===== src/rtl/dp_xfer_pkg.sv =====
// ---------------------------------------------------------------------------
// dp_xfer_pkg
// Shared types for the memory-transfer datapath:
//   xfer_op_t    - 4-bit transfer command codes issued by the control path
//   xfer_state_t - request sequencer states (IDLE / REQ / DONE)
//   is_mem_op()  - true for commands that run a bus transaction
//   is_write_op()- true for commands that drive a bus write
// ---------------------------------------------------------------------------
package dp_xfer_pkg;

    typedef enum logic [3:0] {
        NOP      = 4'd0,
        LD_PC_L  = 4'd1,
        LD_PC_H  = 4'd2,
        LD_SP_L  = 4'd3,
        LD_SP_H  = 4'd4,
        LD_MAR_L = 4'd5,
        LD_MAR_H = 4'd6,
        LD_MDR   = 4'd7,
        MEM_RD   = 4'd8,
        MEM_WR   = 4'd9,
        FETCH    = 4'd10,
        PUSH     = 4'd11,
        POP      = 4'd12,
        PC_INC   = 4'd13,
        SP_INC   = 4'd14,
        SP_DEC   = 4'd15
    } xfer_op_t;

    typedef enum logic [1:0] {
        IDLE = 2'd0,
        REQ  = 2'd1,
        DONE = 2'd2
    } xfer_state_t;

    function automatic logic is_mem_op(input xfer_op_t op);
        return op inside {MEM_RD, MEM_WR, FETCH, PUSH, POP};
    endfunction

    function automatic logic is_write_op(input xfer_op_t op);
        return op inside {MEM_WR, PUSH};
    endfunction

endpackage


===== src/rtl/mem_xfer_datapath_if.sv =====
// ---------------------------------------------------------------------------
// mem_xfer_datapath_if
// Handshaked external memory bus.
//   mem_addr  - bus address (registered by the master)
//   mem_wdata - write data (registered by the master)
//   mem_re    - read request, held until mem_ack
//   mem_we    - write request, held until mem_ack
//   mem_ack   - completion; mem_rdata is valid in the same cycle
//   mem_rdata - read data
// Modports: master (datapath side), slave (memory / MMU side).
// ---------------------------------------------------------------------------
interface mem_xfer_datapath_if #(
    parameter int DATA_W = 8,
    parameter int ADDR_W = 16
);
    logic [ADDR_W-1:0] mem_addr;
    logic [DATA_W-1:0] mem_wdata;
    logic              mem_re;
    logic              mem_we;
    logic              mem_ack;
    logic [DATA_W-1:0] mem_rdata;

    modport master (
        output mem_addr, mem_wdata, mem_re, mem_we,
        input  mem_ack, mem_rdata
    );

    modport slave (
        input  mem_addr, mem_wdata, mem_re, mem_we,
        output mem_ack, mem_rdata
    );
endinterface


===== src/rtl/mem_xfer_datapath_mem_req_fsm.sv =====
// ---------------------------------------------------------------------------
// mem_req_fsm
// Bus request sequencer for mem_xfer_datapath. Owns the IDLE/REQ/DONE state,
// holds mem_re/mem_we through wait states, and produces the done pulse for
// both register commands and bus commands.
// Optional build macro: MEM_XFER_TIMEOUT_EN adds a wait counter that aborts a
// request after TIMEOUT_CYC cycles without ack and sets a sticky bus_err.
// Ports:
//   clk, rst     - clock, asynchronous active-high reset
//   reg_accept   - a register command was accepted this cycle
//   mem_accept   - a bus command was accepted this cycle
//   write_op     - the accepted bus command is a write
//   mem_ack      - bus completion
//   cmd_ready    - high only in IDLE
//   busy         - high outside IDLE
//   mem_re/we    - bus request strobes
//   commit       - one-cycle strobe: ack seen in REQ, parent updates registers
//   done         - one-cycle retire pulse
//   bus_err      - sticky timeout flag (0 when the timeout is not built)
// ---------------------------------------------------------------------------
module mem_req_fsm
    import dp_xfer_pkg::*;
#(
    parameter int TIMEOUT_CYC = 64
) (
    input  logic clk,
    input  logic rst,
    input  logic reg_accept,
    input  logic mem_accept,
    input  logic write_op,
    input  logic mem_ack,
    output logic cmd_ready,
    output logic busy,
    output logic mem_re,
    output logic mem_we,
    output logic commit,
    output logic done,
    output logic bus_err
);

    if (TIMEOUT_CYC < 1) begin : g_timeout_check
        $error("TIMEOUT_CYC must be at least 1");
    end

    xfer_state_t state;
    xfer_state_t state_next;
    logic        write_q;
    logic        reg_done_q;
    logic        timeout;

    // NOTE: sequential state uses non-blocking assignments so every flop
    // samples the pre-edge value of every other flop.
    always_ff @(posedge clk or posedge rst) begin
        if (rst) begin
            state      <= IDLE;
            write_q    <= 1'b0;
            reg_done_q <= 1'b0;
        end else begin
            state      <= state_next;
            reg_done_q <= reg_accept;
            if (mem_accept) begin
                write_q <= write_op;
            end
        end
    end

    // NOTE: state_next gets a default before the case so no path leaves it
    // unassigned, which would otherwise infer a latch.
    always_comb begin
        state_next = state;
        case (state)
            IDLE:    if (mem_accept)         state_next = REQ;
            REQ:     if (mem_ack || timeout) state_next = DONE;
            DONE:    state_next = IDLE;
            default: state_next = IDLE;
        endcase
    end

    // Request strobes are decoded from state, so an asynchronous reset drops
    // them in the same cycle.
    always_comb begin
        cmd_ready = (state == IDLE);
        busy      = (state != IDLE);
        mem_re    = (state == REQ) && !write_q;
        mem_we    = (state == REQ) && write_q;
        commit    = (state == REQ) && mem_ack;
        done      = (state == DONE) || reg_done_q;
    end

`ifdef MEM_XFER_TIMEOUT_EN
    localparam int CNT_W = ($clog2(TIMEOUT_CYC + 1) > 8) ? $clog2(TIMEOUT_CYC + 1) : 8;

    logic [CNT_W-1:0] wait_cnt;
    logic             err_q;

    // Counter sits at zero outside REQ, so it is clear on REQ entry. The
    // request is abandoned on the last allowed wait cycle; an ack in that
    // same cycle still completes normally.
    assign timeout = (state == REQ) && !mem_ack && (wait_cnt == CNT_W'(TIMEOUT_CYC - 1));

    always_ff @(posedge clk or posedge rst) begin
        if (rst) begin
            wait_cnt <= '0;
            err_q    <= 1'b0;
        end else begin
            if (state != REQ) begin
                wait_cnt <= '0;
            end else if (!mem_ack) begin
                wait_cnt <= wait_cnt + 1'b1;
            end
            if (timeout) begin
                err_q <= 1'b1;
            end
        end
    end

    assign bus_err = err_q;
`else
    assign timeout = 1'b0;
    assign bus_err = 1'b0;
`endif

endmodule


===== src/rtl/mem_xfer_datapath.sv =====
// ---------------------------------------------------------------------------
// mem_xfer_datapath
// CPU datapath register block (PC, SP, MAR, MDR, IR) that executes one
// transfer command at a time and drives a handshaked memory bus with
// arbitrary wait states. Address arithmetic wraps modulo 2^ADDR_W.
// Optional build macro: MEM_XFER_TIMEOUT_EN (bus timeout, see mem_req_fsm).
// Ports:
//   clk, rst           - clock, asynchronous active-high reset
//   cmd_valid/ready    - command handshake (ready only in IDLE)
//   cmd_op             - xfer_op_t command code
//   cmd_data           - operand for load commands
//   done               - one-cycle pulse when a command retires
//   busy               - high outside IDLE
//   pc, sp, mar        - address registers
//   mdr, ir            - data / instruction registers
//   mem                - memory bus (master side)
//   bus_err            - sticky bus timeout flag
// ---------------------------------------------------------------------------
module mem_xfer_datapath
    import dp_xfer_pkg::*;
#(
    parameter int                DATA_W      = 8,
    parameter int                ADDR_W      = 16,
    parameter logic [ADDR_W-1:0] RST_PC      = '0,
    parameter logic [ADDR_W-1:0] RST_SP      = '0,
    parameter int                TIMEOUT_CYC = 64
) (
    input  logic                clk,
    input  logic                rst,
    input  logic                cmd_valid,
    output logic                cmd_ready,
    input  logic [3:0]          cmd_op,
    input  logic [DATA_W-1:0]   cmd_data,
    output logic                done,
    output logic                busy,
    output logic [ADDR_W-1:0]   pc,
    output logic [ADDR_W-1:0]   sp,
    output logic [ADDR_W-1:0]   mar,
    output logic [DATA_W-1:0]   mdr,
    output logic [DATA_W-1:0]   ir,
    mem_xfer_datapath_if.master mem,
    output logic                bus_err
);

    if (ADDR_W != 2 * DATA_W) begin : g_width_check
        $error("ADDR_W must equal 2*DATA_W");
    end

    localparam logic [ADDR_W-1:0] ADDR_ONE = ADDR_W'(1);

    xfer_op_t          op_in;
    xfer_op_t          op_q;
    logic              accept;
    logic              reg_accept;
    logic              mem_accept;
    logic              commit;
    logic              req_re;
    logic              req_we;
    logic [ADDR_W-1:0] req_addr;

    assign op_in      = xfer_op_t'(cmd_op);
    assign accept     = cmd_valid && cmd_ready;
    assign mem_accept = accept && is_mem_op(op_in);
    assign reg_accept = accept && !is_mem_op(op_in);

    // Bus address captured at accept; PUSH pre-decrements so the write
    // lands one below the current top of stack.
    always_comb begin
        req_addr = mar;
        case (op_in)
            FETCH:   req_addr = pc;
            PUSH:    req_addr = sp - ADDR_ONE;
            POP:     req_addr = sp;
            default: req_addr = mar;
        endcase
    end

    // accept only happens in IDLE and commit only in REQ, so the branches
    // below are mutually exclusive.
    always_ff @(posedge clk or posedge rst) begin
        if (rst) begin
            pc            <= RST_PC;
            sp            <= RST_SP;
            mar           <= '0;
            mdr           <= '0;
            ir            <= '0;
            op_q          <= NOP;
            mem.mem_addr  <= '0;
            mem.mem_wdata <= '0;
        end else if (reg_accept) begin
            case (op_in)
                LD_PC_L:  pc[DATA_W-1:0]       <= cmd_data;
                LD_PC_H:  pc[ADDR_W-1:DATA_W]  <= cmd_data;
                LD_SP_L:  sp[DATA_W-1:0]       <= cmd_data;
                LD_SP_H:  sp[ADDR_W-1:DATA_W]  <= cmd_data;
                LD_MAR_L: mar[DATA_W-1:0]      <= cmd_data;
                LD_MAR_H: mar[ADDR_W-1:DATA_W] <= cmd_data;
                LD_MDR:   mdr                  <= cmd_data;
                PC_INC:   pc                   <= pc + ADDR_ONE;
                SP_INC:   sp                   <= sp + ADDR_ONE;
                SP_DEC:   sp                   <= sp - ADDR_ONE;
                default:  ;
            endcase
        end else if (mem_accept) begin
            op_q          <= op_in;
            mem.mem_addr  <= req_addr;
            mem.mem_wdata <= mdr;
        end else if (commit) begin
            case (op_q)
                MEM_RD: mdr <= mem.mem_rdata;
                FETCH: begin
                    ir <= mem.mem_rdata;
                    pc <= pc + ADDR_ONE;
                end
                PUSH:   sp <= sp - ADDR_ONE;
                POP: begin
                    mdr <= mem.mem_rdata;
                    sp  <= sp + ADDR_ONE;
                end
                default: ;
            endcase
        end
    end

    mem_req_fsm #(
        .TIMEOUT_CYC (TIMEOUT_CYC)
    ) u_req_fsm (
        .clk        (clk),
        .rst        (rst),
        .reg_accept (reg_accept),
        .mem_accept (mem_accept),
        .write_op   (is_write_op(op_in)),
        .mem_ack    (mem.mem_ack),
        .cmd_ready  (cmd_ready),
        .busy       (busy),
        .mem_re     (req_re),
        .mem_we     (req_we),
        .commit     (commit),
        .done       (done),
        .bus_err    (bus_err)
    );

    assign mem.mem_re = req_re;
    assign mem.mem_we = req_we;

endmodule


===== src/flat_wrapper.sv =====
// flat-port wrapper written by rule: the top's interface ports become plain ports
module mem_xfer_datapath_flat import dp_xfer_pkg::*;
#(
    parameter int                DATA_W      = 8,
    parameter int                ADDR_W      = 16,
    parameter logic [ADDR_W-1:0] RST_PC      = '0,
    parameter logic [ADDR_W-1:0] RST_SP      = '0,
    parameter int                TIMEOUT_CYC = 64
)
  (clk, rst, cmd_valid, cmd_ready, cmd_op, cmd_data, done, busy, pc, sp, mar, mdr, ir, bus_err, mem_mem_addr, mem_mem_wdata, mem_mem_re, mem_mem_we, mem_mem_ack, mem_mem_rdata);
  mem_xfer_datapath_if #(.DATA_W(DATA_W), .ADDR_W(ADDR_W)) mem_i ();
  input  logic clk;
  input  logic rst;
  input  logic cmd_valid;
  output logic cmd_ready;
  input  logic [3:0] cmd_op;
  input  logic [DATA_W-1:0] cmd_data;
  output logic done;
  output logic busy;
  output logic [ADDR_W-1:0] pc;
  output logic [ADDR_W-1:0] sp;
  output logic [ADDR_W-1:0] mar;
  output logic [DATA_W-1:0] mdr;
  output logic [DATA_W-1:0] ir;
  output logic bus_err;
  output wire logic [$bits(mem_i.mem_addr)-1:0] mem_mem_addr;
  output wire logic [$bits(mem_i.mem_wdata)-1:0] mem_mem_wdata;
  output wire logic [$bits(mem_i.mem_re)-1:0] mem_mem_re;
  output wire logic [$bits(mem_i.mem_we)-1:0] mem_mem_we;
  input wire logic [$bits(mem_i.mem_ack)-1:0] mem_mem_ack;
  input wire logic [$bits(mem_i.mem_rdata)-1:0] mem_mem_rdata;
  assign mem_mem_addr = mem_i.mem_addr;
  assign mem_mem_wdata = mem_i.mem_wdata;
  assign mem_mem_re = mem_i.mem_re;
  assign mem_mem_we = mem_i.mem_we;
  assign mem_i.mem_ack = mem_mem_ack;
  assign mem_i.mem_rdata = mem_mem_rdata;
  mem_xfer_datapath #(.DATA_W(DATA_W), .ADDR_W(ADDR_W), .RST_PC(RST_PC), .RST_SP(RST_SP), .TIMEOUT_CYC(TIMEOUT_CYC)) u_core (.clk(clk), .rst(rst), .cmd_valid(cmd_valid), .cmd_ready(cmd_ready), .cmd_op(cmd_op), .cmd_data(cmd_data), .done(done), .busy(busy), .pc(pc), .sp(sp), .mar(mar), .mdr(mdr), .ir(ir), .mem(mem_i), .bus_err(bus_err));
endmodule

===== config.mk =====
export PLATFORM = sky130hd
export DESIGN_NAME = mem_xfer_datapath_flat
export DESIGN_NICKNAME = d
export VERILOG_FILES = /design/src/rtl/dp_xfer_pkg.sv /design/src/rtl/mem_xfer_datapath_if.sv /design/src/rtl/mem_xfer_datapath_mem_req_fsm.sv /design/src/rtl/mem_xfer_datapath.sv /design/src/flat_wrapper.sv
export SDC_FILE = /design/constraint.sdc
export NUM_CORES = 1
export LEC_CHECK = 0
export ABC_CLOCK_PERIOD_IN_PS = 3600
export BUFFER_PORTS_ARGS = -buffer_cell sky130_fd_sc_hd__buf_2
export CAP_MARGIN = 20
export CORE_ASPECT_RATIO = 0.5
export CORE_MARGIN = 2
export CORE_UTILIZATION = 25
export CTS_CLUSTER_DIAMETER = 30
export DETAILED_ROUTE_END_ITERATION = 10
export PLACE_DENSITY = 0.48
export SYNTH_ARGS = -nofsm -noshare
export SYNTH_HDL_FRONTEND = slang
export SYNTH_HIERARCHICAL = 1
export SYNTH_SLANG_ARGS = --single-unit
export TNS_END_PERCENT = 10

===== constraint.sdc =====
create_clock -name clk -period 3.6 [get_ports clk]
set_clock_uncertainty 0.15 [all_clocks]
set_input_delay 0.72 -clock clk [delete_from_list [all_inputs] [get_ports clk]]
set_output_delay 0.72 -clock clk [all_outputs]
set_load 0.01 [all_outputs]

==> impl_metrics.py, run 1 <==
metrics = {
    "global_route": {
        "grt_pass1_wl_um": 34700,
        "grt_overflow": 0,
        "track_usage_pct": 17.5,
        "grt_max_degree": 50,
        "grt_pass1_vias": 5703,
        "antenna_found_initial": 0,
    },
    "final_layout": {
        "mostFrequentLayoutCells": "buf_2, dfrtp_1, nand2_1",
        "design_area_sq_um": 7430,
        "fin_nets": 834,
        "final_common_cell": "buf_2",
        "final_util_pct": 30.7,
        "diodes": 0,
        "syn_to_final_growth_pct": 19.8,
        "drive_above_1_share_pct": 25.9,
    },
    "worst_setup_path": {
        "r2r-start": "u_core/sp[1]$_DFFE_PP0P_",
        "crit_chain": "inv_1, ha_1, or3b_1, nor3_2, nand2b_1, o21ai_2, xnor2_1, a211oi_1",
        "r2r_end": "u_core/sp[14]$_DFFE_PP0P_",
        "reg2reg_depth": 8,
        "start_kind": "flip-flop",
        "slowest_stage": "or3b_1",
        "worst-path-buf-inv": 1,
        "crit_arrival_ns": 2.97,
        "cp.required_ns": 3.72,
        "cp_top_family": "simple AND/OR/NAND/NOR gates",
        "endpoint_kind": "flip-flop",
        "worstPathMaxFanout": 9,
        "r2r_slack_ns": 0.75,
        "worstSetupPathType": "reg2reg",
        "cpPeakStageDelay_ns": 0.58,
    },
    "die": {
        "core_sq_um": 24200,
        "die_x_um": 227,
        "rows": 40,
        "die_y_um": 115,
        "die_area_sq_um": 26100,
        "start_util_pct": 25.6,
        "ios": 118,
    },
    "logic_synthesis": {
        "yosysUniqueCellTypes": 80,
        "ys.flop_type": "dfrtp_1",
        "syn_area_sq_um": 6200,
        "syn_nets": 738,
        "synth_edf_count": 0,
        "synth-seq-area-share_pct": 38.8,
        "syn_avg_cell_area_sq_um": 8.72,
        "async_reset_ff_share_pct": 100,
        "yosysWarnings": 6,
        "yosys_register_bits": 96,
        "synth_cells": 711,
    },
    "detailed_routing": {
        "wire_per_inst_um": 19.8,
        "drc": 0,
        "vias_per_cell": 5.19,
        "vias": 5954,
        "drt_pass1_iterations": 5,
        "drt_iter0_markers": 513,
        "ant_nets": 0,
        "wl_um": 22700,
    },
    "sta": {
        "setup_viol": 0,
        "tns_ns": 0,
        "tightest_slew_ns": 1.02,
        "final_hold_viol_count": 0,
        "fin_crit_sh_pct": 79.1,
        "fmax_mhz": 351,
        "rsz0062_at_grt": "no",
        "slew_headroom_pct": 31.6,
        "slew_violations": 0,
        "min_period_ns": 2.85,
    },
    "pwr": {
        "cellLeakagePower_nw": 3.23,
        "finalPower_mw": 5.59,
        "ir_worst_vdd_mv": 0.240,
        "pwr_density_cell_nw_per_um2": 753,
    },
    "clock_network": {
        "cts.sinks": 96,
        "clock-root-buffer": "clkbuf_16",
        "post-cts-setup-buffers": 0,
        "htreeDepth": 3,
        "cts_tree": "yes",
        "clock_latency_ns": 0.36,
        "clockBufferDepth": 2,
        "cts_buffers": 9,
        "cts_resized": 0,
        "cts.hold.buffers_added": 0,
        "path_clk_slew_ns": 0.08,
    },
    "place": {
        "routabilityCongestion": 0.890,
        "dp_hpwl_um": 16700,
        "port_buffers": 116,
        "place_area_sq_um": 7120,
    },
    "hold_path": {
        "hp-class": "in2async",
    },
    "run": {
        "max_cap_viol_count": 0,
    },
    "outcome": {
        "status": "finished, final reports clean",
    },
}
-- through the flow --
| step | std cells | hold slack (ns) | setup slack [ns] |
|---|---|---|---|
| floorplan | 711 | 0.336 | 0.338 |
| finish | 1148 | 0.108 | 0.752 |
| CTS | 1148 | 0.0987 | 0.780 |
| global route | 1148 | 0.0974 | 0.594 |
| detailed placement | 1132 | 0.308 | 0.548 |
| global placement | 1132 | 0.308 | 0.570 |
-- synth_stat cells (14+ instances only) --
cell type / instances / share of area (%)
nor3_1: 20 / 1.6
buf_2: 23 / 1.9
mux2_2: 25 / 4.5
clkbuf_1: 20 / 1.2
xnor2_1: 15 / 2.1
mux2i_1: 18 / 2.9
nor2_1: 53 / 3.2
o21ai_0: 51 / 4.1
nand2_1: 95 / 5.8
o21ai_1: 14 / 1.1
a21oi_1: 47 / 3.8
dfrtp_1: 96 / 39
nand3_1: 23 / 1.9
-- power breakdown --
group	total, mW	switching, mW	internal (mW)
logic	2.30	1.32	0.979
registers	2.26	0.710	1.55
clock network	1.03	0.476	0.554
total	5.59	2.51	3.08
-- cell families after synthesis --
kind of cell / share of synthesized area [%]
buffers and inverters: 4.83
XOR/XNOR: 3.11
other: 0.0605
AO/OA/AOI/OAI: 21.2
adder cells (fa/ha/maj): 0.606
multiplexers: 7.45
flip-flops: 38.8
AND/OR/NAND/NOR: 23.9
-- sequential cells by signal, indices dropped and copies added, names as in the netlist --
| name | cells |
|---|---|
| u_core/u_req_fsm/reg_done_q | 1 |
| u_core/ir | 8 |
| u_core/u_req_fsm/state | 2 |
| u_core/mar | 16 |
| u_core/mem.mem_wdata | 8 |
| u_core/op_q | 4 |
| u_core/sp | 16 |
| u_core/mdr | 8 |
| u_core/mem.mem_addr | 16 |
| u_core/u_req_fsm/write_q | 1 |
| u_core/pc | 16 |
-- layout make-up --
type	count	area, sq um
inverters	13	51.3
flip-flops and latches	96	2400
multi-input cells	551	3520
repair buffers	136	731
well taps	336	420
clock inverters	6	75.1
fillers	2607	16700
clock buffers	10	229
-- worst max path at each step --
stage	startpoint	to	slack, ns	depth (start not counted)
final	u_core/sp[1]$_DFFE_PP0P_	u_core/sp[14]$_DFFE_PP0P_	0.75	8
after global routing	u_core/u_req_fsm/state[1]$_DFFE_PP0P_	u_core/pc[10]$_DFFE_PP0P_	0.59	9
after CTS	u_core/sp[1]$_DFFE_PP0P_	u_core/mem.mem_addr[14]$_DFFE_PP0P_	0.78	8
after detailed placement	cmd_op[0]	u_core/sp[6]$_DFFE_PP0P_	0.55	7
after global placement	cmd_op[0]	u_core/sp[6]$_DFFE_PP0P_	0.57	7
after floorplan	rst	u_core/ir[0]$_DFFE_PP0P_	0.34	1
-- layer usage --
layer  global-route usage, %  share of wire [%]  up-vias
met2                    28.2                 46      183
met4                    4.96                1.7        0
met3                    2.45                4.4       30
met1                    24.5                 48     2950
li1                        -                  -     2791
met5                       0                  0        -
(Power assumes the default switching activity.)
==> run 2, diff against run 1 <==
--- a/config.mk
+++ b/config.mk
@@ -5,7 +5,7 @@
 export SDC_FILE = /design/constraint.sdc
 export NUM_CORES = 1
 export LEC_CHECK = 0
-export ABC_CLOCK_PERIOD_IN_PS = 3600
+export ABC_CLOCK_PERIOD_IN_PS = 2400
 export BUFFER_PORTS_ARGS = -buffer_cell sky130_fd_sc_hd__buf_2
 export CAP_MARGIN = 20
 export CORE_ASPECT_RATIO = 0.5
@@ -13,7 +13,7 @@
 export CORE_UTILIZATION = 25
 export CTS_CLUSTER_DIAMETER = 30
 export DETAILED_ROUTE_END_ITERATION = 10
-export PLACE_DENSITY = 0.48
+export PLACE_DENSITY = 0.5
 export SYNTH_ARGS = -nofsm -noshare
 export SYNTH_HDL_FRONTEND = slang
 export SYNTH_HIERARCHICAL = 1
==> constraint.sdc (replaced) <==
create_clock -name clk -period 2.4 [get_ports clk]
set_clock_uncertainty 0.15 [all_clocks]
set_input_delay 0.48 -clock clk [delete_from_list [all_inputs] [get_ports clk]]
set_output_delay 0.48 -clock clk [all_outputs]
set_load 0.01 [all_outputs]
==> impl_metrics.py, run 2 (synthesized netlist as in run 1, its figures left out) <==
metrics = {
    "outcome": {
        "status": "finished, final reports clean",
    },
    "sta": {
        "hold_slack_ns": 0.173,
        "min_period_ns": 2.32,
        "slew_violations": 0,
        "slew_headroom_pct": 62.0,
        "final_hold_viol_count": 0,
        "setup_viol": 0,
        "tightest_slew_ns": 0.569,
        "fin_crit_sh_pct": 96.5,
        "fmax_mhz": 432,
        "rsz0062_at_grt": "yes",
    },
    "global_route": {
        "grt_pass1_wl_um": 36200,
        "gr-usage-met2_pct": 28.6,
        "antenna_found_initial": 0,
        "busiest_layer": "met2",
        "grt_overflow": 0,
        "track_usage_pct": 18.3,
        "grt_use_met3_pct": 3.48,
        "grt_max_degree": 39,
        "grt_pass1_vias": 6108,
        "use_met1_pct": 25.8,
    },
    "pwr": {
        "p_sw_mw": 3.96,
        "sw_frac_of_total_pct": 45.0,
        "p_seq_share_pct": 35.8,
        "pwr_density_cell_nw_per_um2": 1090,
        "cellLeakagePower_nw": 3.60,
        "intPower_mw": 4.83,
        "pwr-share-comb_pct": 46.8,
        "ir_worst_vdd_mv": 0.346,
        "pwr-share-clk_pct": 17.4,
    },
    "clock_network": {
        "cts_tree": "yes",
        "post-cts-setup-buffers": 0,
        "path_clk_slew_ns": 0.08,
        "cts_buffers": 9,
        "cts.sinks": 96,
        "clockBufferDepth": 2,
        "htreeDepth": 3,
        "clock-root-buffer": "clkbuf_16",
        "clock_latency_ns": 0.36,
    },
    "final_layout": {
        "mostFrequentLayoutCells": "buf_2, dfrtp_1, nand2_1",
        "final_util_pct": 33.4,
        "fin_nets": 901,
        "multi_input_area_sq_um": 3560,
        "final_common_cell": "buf_2",
        "syn_to_final_growth_pct": 30.4,
        "drive_above_1_share_pct": 32.5,
        "seq_area_sq_um": 2400,
        "fill_cells": 2498,
    },
    "place": {
        "dp_hpwl_um": 18000,
        "routabilityCongestion": 0.917,
        "port_buffers": 116,
    },
    "detailed_routing": {
        "drt_pass1_iterations": 5,
        "drt_iter0_markers": 559,
        "drc": 0,
        "ant_nets": 0,
        "wire_per_inst_um": 19.7,
        "wl_um": 23900,
        "vias": 6294,
        "vias_per_cell": 5.18,
    },
    "die": {
        "rows": 40,
        "die_y_um": 115,
        "core_sq_um": 24200,
        "ios": 118,
        "die_x_um": 227,
        "die_area_sq_um": 26100,
        "start_util_pct": 25.6,
    },
    "hold_path": {
        "hp-class": "in2reg",
    },
    "worst_setup_path": {
        "endpoint_kind": "flip-flop",
        "worstPathMaxFanout": 6,
        "start_kind": "flip-flop",
        "crit_arrival_ns": 2.45,
        "worstSetupPathType": "reg2reg",
        "cp.required_ns": 2.53,
    },
    "run": {
        "max_cap_viol_count": 0,
    },
}
[run 2: worst max-delay path, cell delays in order (launching register included)]
cell and delay (ns):
dfrtp_1 0.38, buf_4 0.16, nand4bb_1 0.33, nor4_1 0.55
o2bb2ai_1 0.20, o21ai_1 0.08, a21bo_1 0.20, nor3_1 0.18
[run 2: final cells by class]
cell class                 instances  share of cell area (%)
clock inverter                     7                    1.07
antenna                            1                  0.0310
clock buffer                       9                    2.79
multi-input combinational        551                    44.0
inverter                          13                   0.650
tap                              336                    5.20
timing repair buffer             203                    16.5
sequential                        96                    29.7
[run 2: timing repair]
action                     4_1_cts  5_1_grt
setup endpoints to repair        0       39
hold endpoints to repair         4        0
hold buffers                     1        0
gates resized for setup          0       10
[run 2: per-layer routing]
metal | part of all wire, % | up-vias
met4 | 1.8 | 0
met1 | 47 | 3120
met3 | 5.5 | 29
met2 | 45 | 215
met5 | 0 | -
li1 | - | 2930
[run 2: power by group through the flow]
stage / clock (mW) / sequential, mW / combinational (mW)
global route: 1.62 / 3.24 / 4.46
floorplan: 0 / 3.22 / 2.06
global placement: 0 / 3.14 / 4.04
CTS: 1.57 / 3.13 / 4.07
finish: 1.53 / 3.14 / 4.11
detailed placement: 0 / 3.16 / 4.05
[run 2: final timing paths]
| path | startpoint | end | cells after the start | slack [ns] |
|---|---|---|---|---|
| max | u_core/op_q[0]$_DFFE_PP0P_ | u_core/sp[11]$_DFFE_PP0P_ | 7 | 0.08 |
| min | mem_mem_ack | u_core/u_req_fsm/state[0]$_DFFE_PP0P_ | 2 | 0.17 |
| max reg2reg | u_core/op_q[0]$_DFFE_PP0P_ | u_core/sp[11]$_DFFE_PP0P_ | 7 | 0.08 |
| min reg2reg | u_core/mem.mem_wdata[7]$_DFFE_PP0P_ | u_core/mem.mem_wdata[7]$_DFFE_PP0P_ | 2 | 0.32 |
| max in group asynchronous | rst | u_core/sp[6]$_DFFE_PP0P_ | 4 | 0.91 |
| min in group asynchronous | rst | u_core/u_req_fsm/reg_done_q$_DFF_PP0_ | 3 | 0.42 |
[run 2: per-stage QoR]
step                setup TNS [ns]  setup WS [ns]  instance area [sq um]  total power, mW  cells
finish                           0         0.0849                   8080             8.78   1216
global route               -0.0132       -0.00964                   8080             9.32   1215
CTS                              0        0.00689                   8040             8.77   1215
detailed placement         -0.0829        -0.0185                   7720             7.21   1198
global placement          -0.00397       -0.00397                   7720             7.17   1198
floorplan                   -0.363         -0.209                   6200             5.29    711
==> run 3, diff against run 2 <==
--- a/config.mk
+++ b/config.mk
@@ -10,10 +10,10 @@
 export CAP_MARGIN = 20
 export CORE_ASPECT_RATIO = 0.5
 export CORE_MARGIN = 2
-export CORE_UTILIZATION = 25
+export CORE_UTILIZATION = 44
 export CTS_CLUSTER_DIAMETER = 30
 export DETAILED_ROUTE_END_ITERATION = 10
-export PLACE_DENSITY = 0.5
+export PLACE_DENSITY = 0.74
 export SYNTH_ARGS = -nofsm -noshare
 export SYNTH_HDL_FRONTEND = slang
 export SYNTH_HIERARCHICAL = 1
==> impl_metrics.py, run 3 (synthesized netlist as in run 1, its figures left out) <==
metrics = {
    "run": {
        "max_cap_viol_count": 0,
    },
    "final_layout": {
        "mostFrequentLayoutCells": "buf_2, dfrtp_1, nand2_1",
        "fin_nets": 892,
        "fill_cells": 1237,
        "multi_input_area_sq_um": 3600,
        "drive_above_1_share_pct": 32.4,
        "seq_area_sq_um": 2400,
        "syn_to_final_growth_pct": 26.3,
        "diodes": 0,
        "design_area_sq_um": 7830,
        "final_common_cell": "buf_2",
    },
    "worst_setup_path": {
        "r2r-start": "u_core/sp[0]$_DFFE_PP0P_",
        "endpoint_kind": "flip-flop",
        "reg2reg_depth": 9,
        "cp.required_ns": 2.49,
        "start_kind": "flip-flop",
        "r2r_end": "u_core/sp[14]$_DFFE_PP0P_",
        "r2r_slack_ns": -0.006,
        "crit_arrival_ns": 2.49,
        "startpoint": "u_core/sp[0]$_DFFE_PP0P_",
        "worstSetupPathType": "reg2reg",
        "worstPathMaxFanout": 10,
    },
    "pwr": {
        "pwr_density_cell_nw_per_um2": 1110,
        "cellLeakagePower_nw": 3.55,
        "finalPower_mw": 8.72,
        "ir_worst_vdd_mv": 0.462,
    },
    "clock_network": {
        "clock_latency_ns": 0.36,
        "clock-root-buffer": "clkbuf_16",
        "cts_tree": "yes",
        "cts.sinks": 96,
        "cts_buffers": 9,
        "clockBufferDepth": 2,
        "path_clk_slew_ns": 0.07,
        "htreeDepth": 3,
    },
    "die": {
        "die_y_um": 87.9,
        "core_sq_um": 13700,
        "die_area_sq_um": 15100,
        "die_x_um": 172,
        "rows": 30,
        "start_util_pct": 45.4,
        "ios": 118,
    },
    "detailed_routing": {
        "wl_met3_um": 2120,
        "wire_per_inst_um": 19.8,
        "vias": 6418,
        "top_layer": "met4",
        "wl_met2_um": 9510,
        "drt_iter0_markers": 738,
        "wl_met1_um": 8960,
        "vias_per_cell": 6.04,
        "drc": 0,
        "wl_um": 21000,
        "drt_pass1_iterations": 6,
        "ant_nets": 0,
    },
    "hold_path": {
        "min_path_cells": 2,
        "min-delay-start": "mem_mem_ack",
        "hp-class": "in2reg",
        "min_to": "u_core/u_req_fsm/state[0]$_DFFE_PP0P_",
    },
    "global_route": {
        "grt_max_degree": 47,
        "antenna_found_initial": 0,
        "grt_pass1_vias": 5999,
        "grt_overflow": 0,
        "grt_pass1_wl_um": 32400,
        "track_usage_pct": 27.9,
    },
    "sta": {
        "setup_viol": 1,
        "slew_violations": 0,
        "setup_slack_ns": -0.00559,
        "min_period_ns": 2.41,
        "fmax_mhz": 416,
        "fin_crit_sh_pct": 100,
        "final_hold_viol_count": 0,
        "tightest_slew_ns": 0.985,
        "rsz0062_at_grt": "yes",
        "tns_ns": -0.00559,
        "slew_headroom_pct": 34.1,
    },
    "place": {
        "port_buffers": 116,
        "place_area_sq_um": 7390,
        "routabilityCongestion": 0.959,
        "dp_hpwl_um": 15400,
    },
    "outcome": {
        "status": "finished, violations left",
        "violations": "setup timing",
    },
}
==> run 3: worst max-delay path, stage by stage (launching register included) <==
cell and delay [ns]:
dfrtp_1 0.35, buf_4 0.19, ha_1 0.27, nand3_1 0.19
nor3_1 0.33, buf_4 0.17, nand4_1 0.09, nand3_1 0.12
a21oi_1 0.11, a211oi_1 0.30
==> run 3: repair_timing <==
action / in CTS / in global routing
buffers inserted: 0 / 1
hold buffers: 1 / 0
resized for setup: 4 / 17
pin swaps: 0 / 3
hold endpoints to repair: 4 / 0
endpoints found under the setup margin: 10 / 58
==> run 3: worst max-delay path by stage <==
stage                                           end  depth (start not counted)
3_5_place_dp               u_core/pc[9]$_DFFE_PP0P_                          8
4_1_cts                    u_core/pc[8]$_DFFE_PP0P_                          7
5_1_grt                   u_core/sp[14]$_DFFE_PP0P_                          8
3_3_place_gp              u_core/pc[13]$_DFFE_PP0P_                          8
6_report                  u_core/sp[14]$_DFFE_PP0P_                          9
2_1_floorplan  u_core/u_req_fsm/write_q$_DFFE_PP0P_                          8
==> run 3: where the power goes <==
group          internal [mW]  switching, mW  leakage (nW)
clock network          0.842          0.714         0.157
registers               2.33          0.814          1.18
logic                   1.71           2.31          2.21
total                   4.88           3.84          3.55
==> run 3: stage by stage <==
step	hold WS [ns]	utilization (%)	std cells	setup WS, ns
after detailed placement	0.247	54.1	1044	-0.0560
after global routing	0.205	57.3	1062	-0.0869
after CTS	0.198	56.7	1061	0.0126
after global placement	0.243	54.1	1044	-0.0326
after floorplan	0.0961	-	711	-0.209
final	0.193	57.3	1062	-0.00559
==> run 3: routing by layer <==
metal	track usage, %	up-vias
met3	6.78	40
met2	43.9	368
li1	-	2902
met4	7.72	0
met1	38.8	3108
met5	0	-
==> run 3: final cells by class <==
cell class,instances,area share (%)
multi-input combinational,551,46.0
sequential,96,30.7
timing repair buffer,194,15.4
tap,192,3.07
clock buffer,9,2.88
clock inverter,7,1.22
inverter,13,0.767
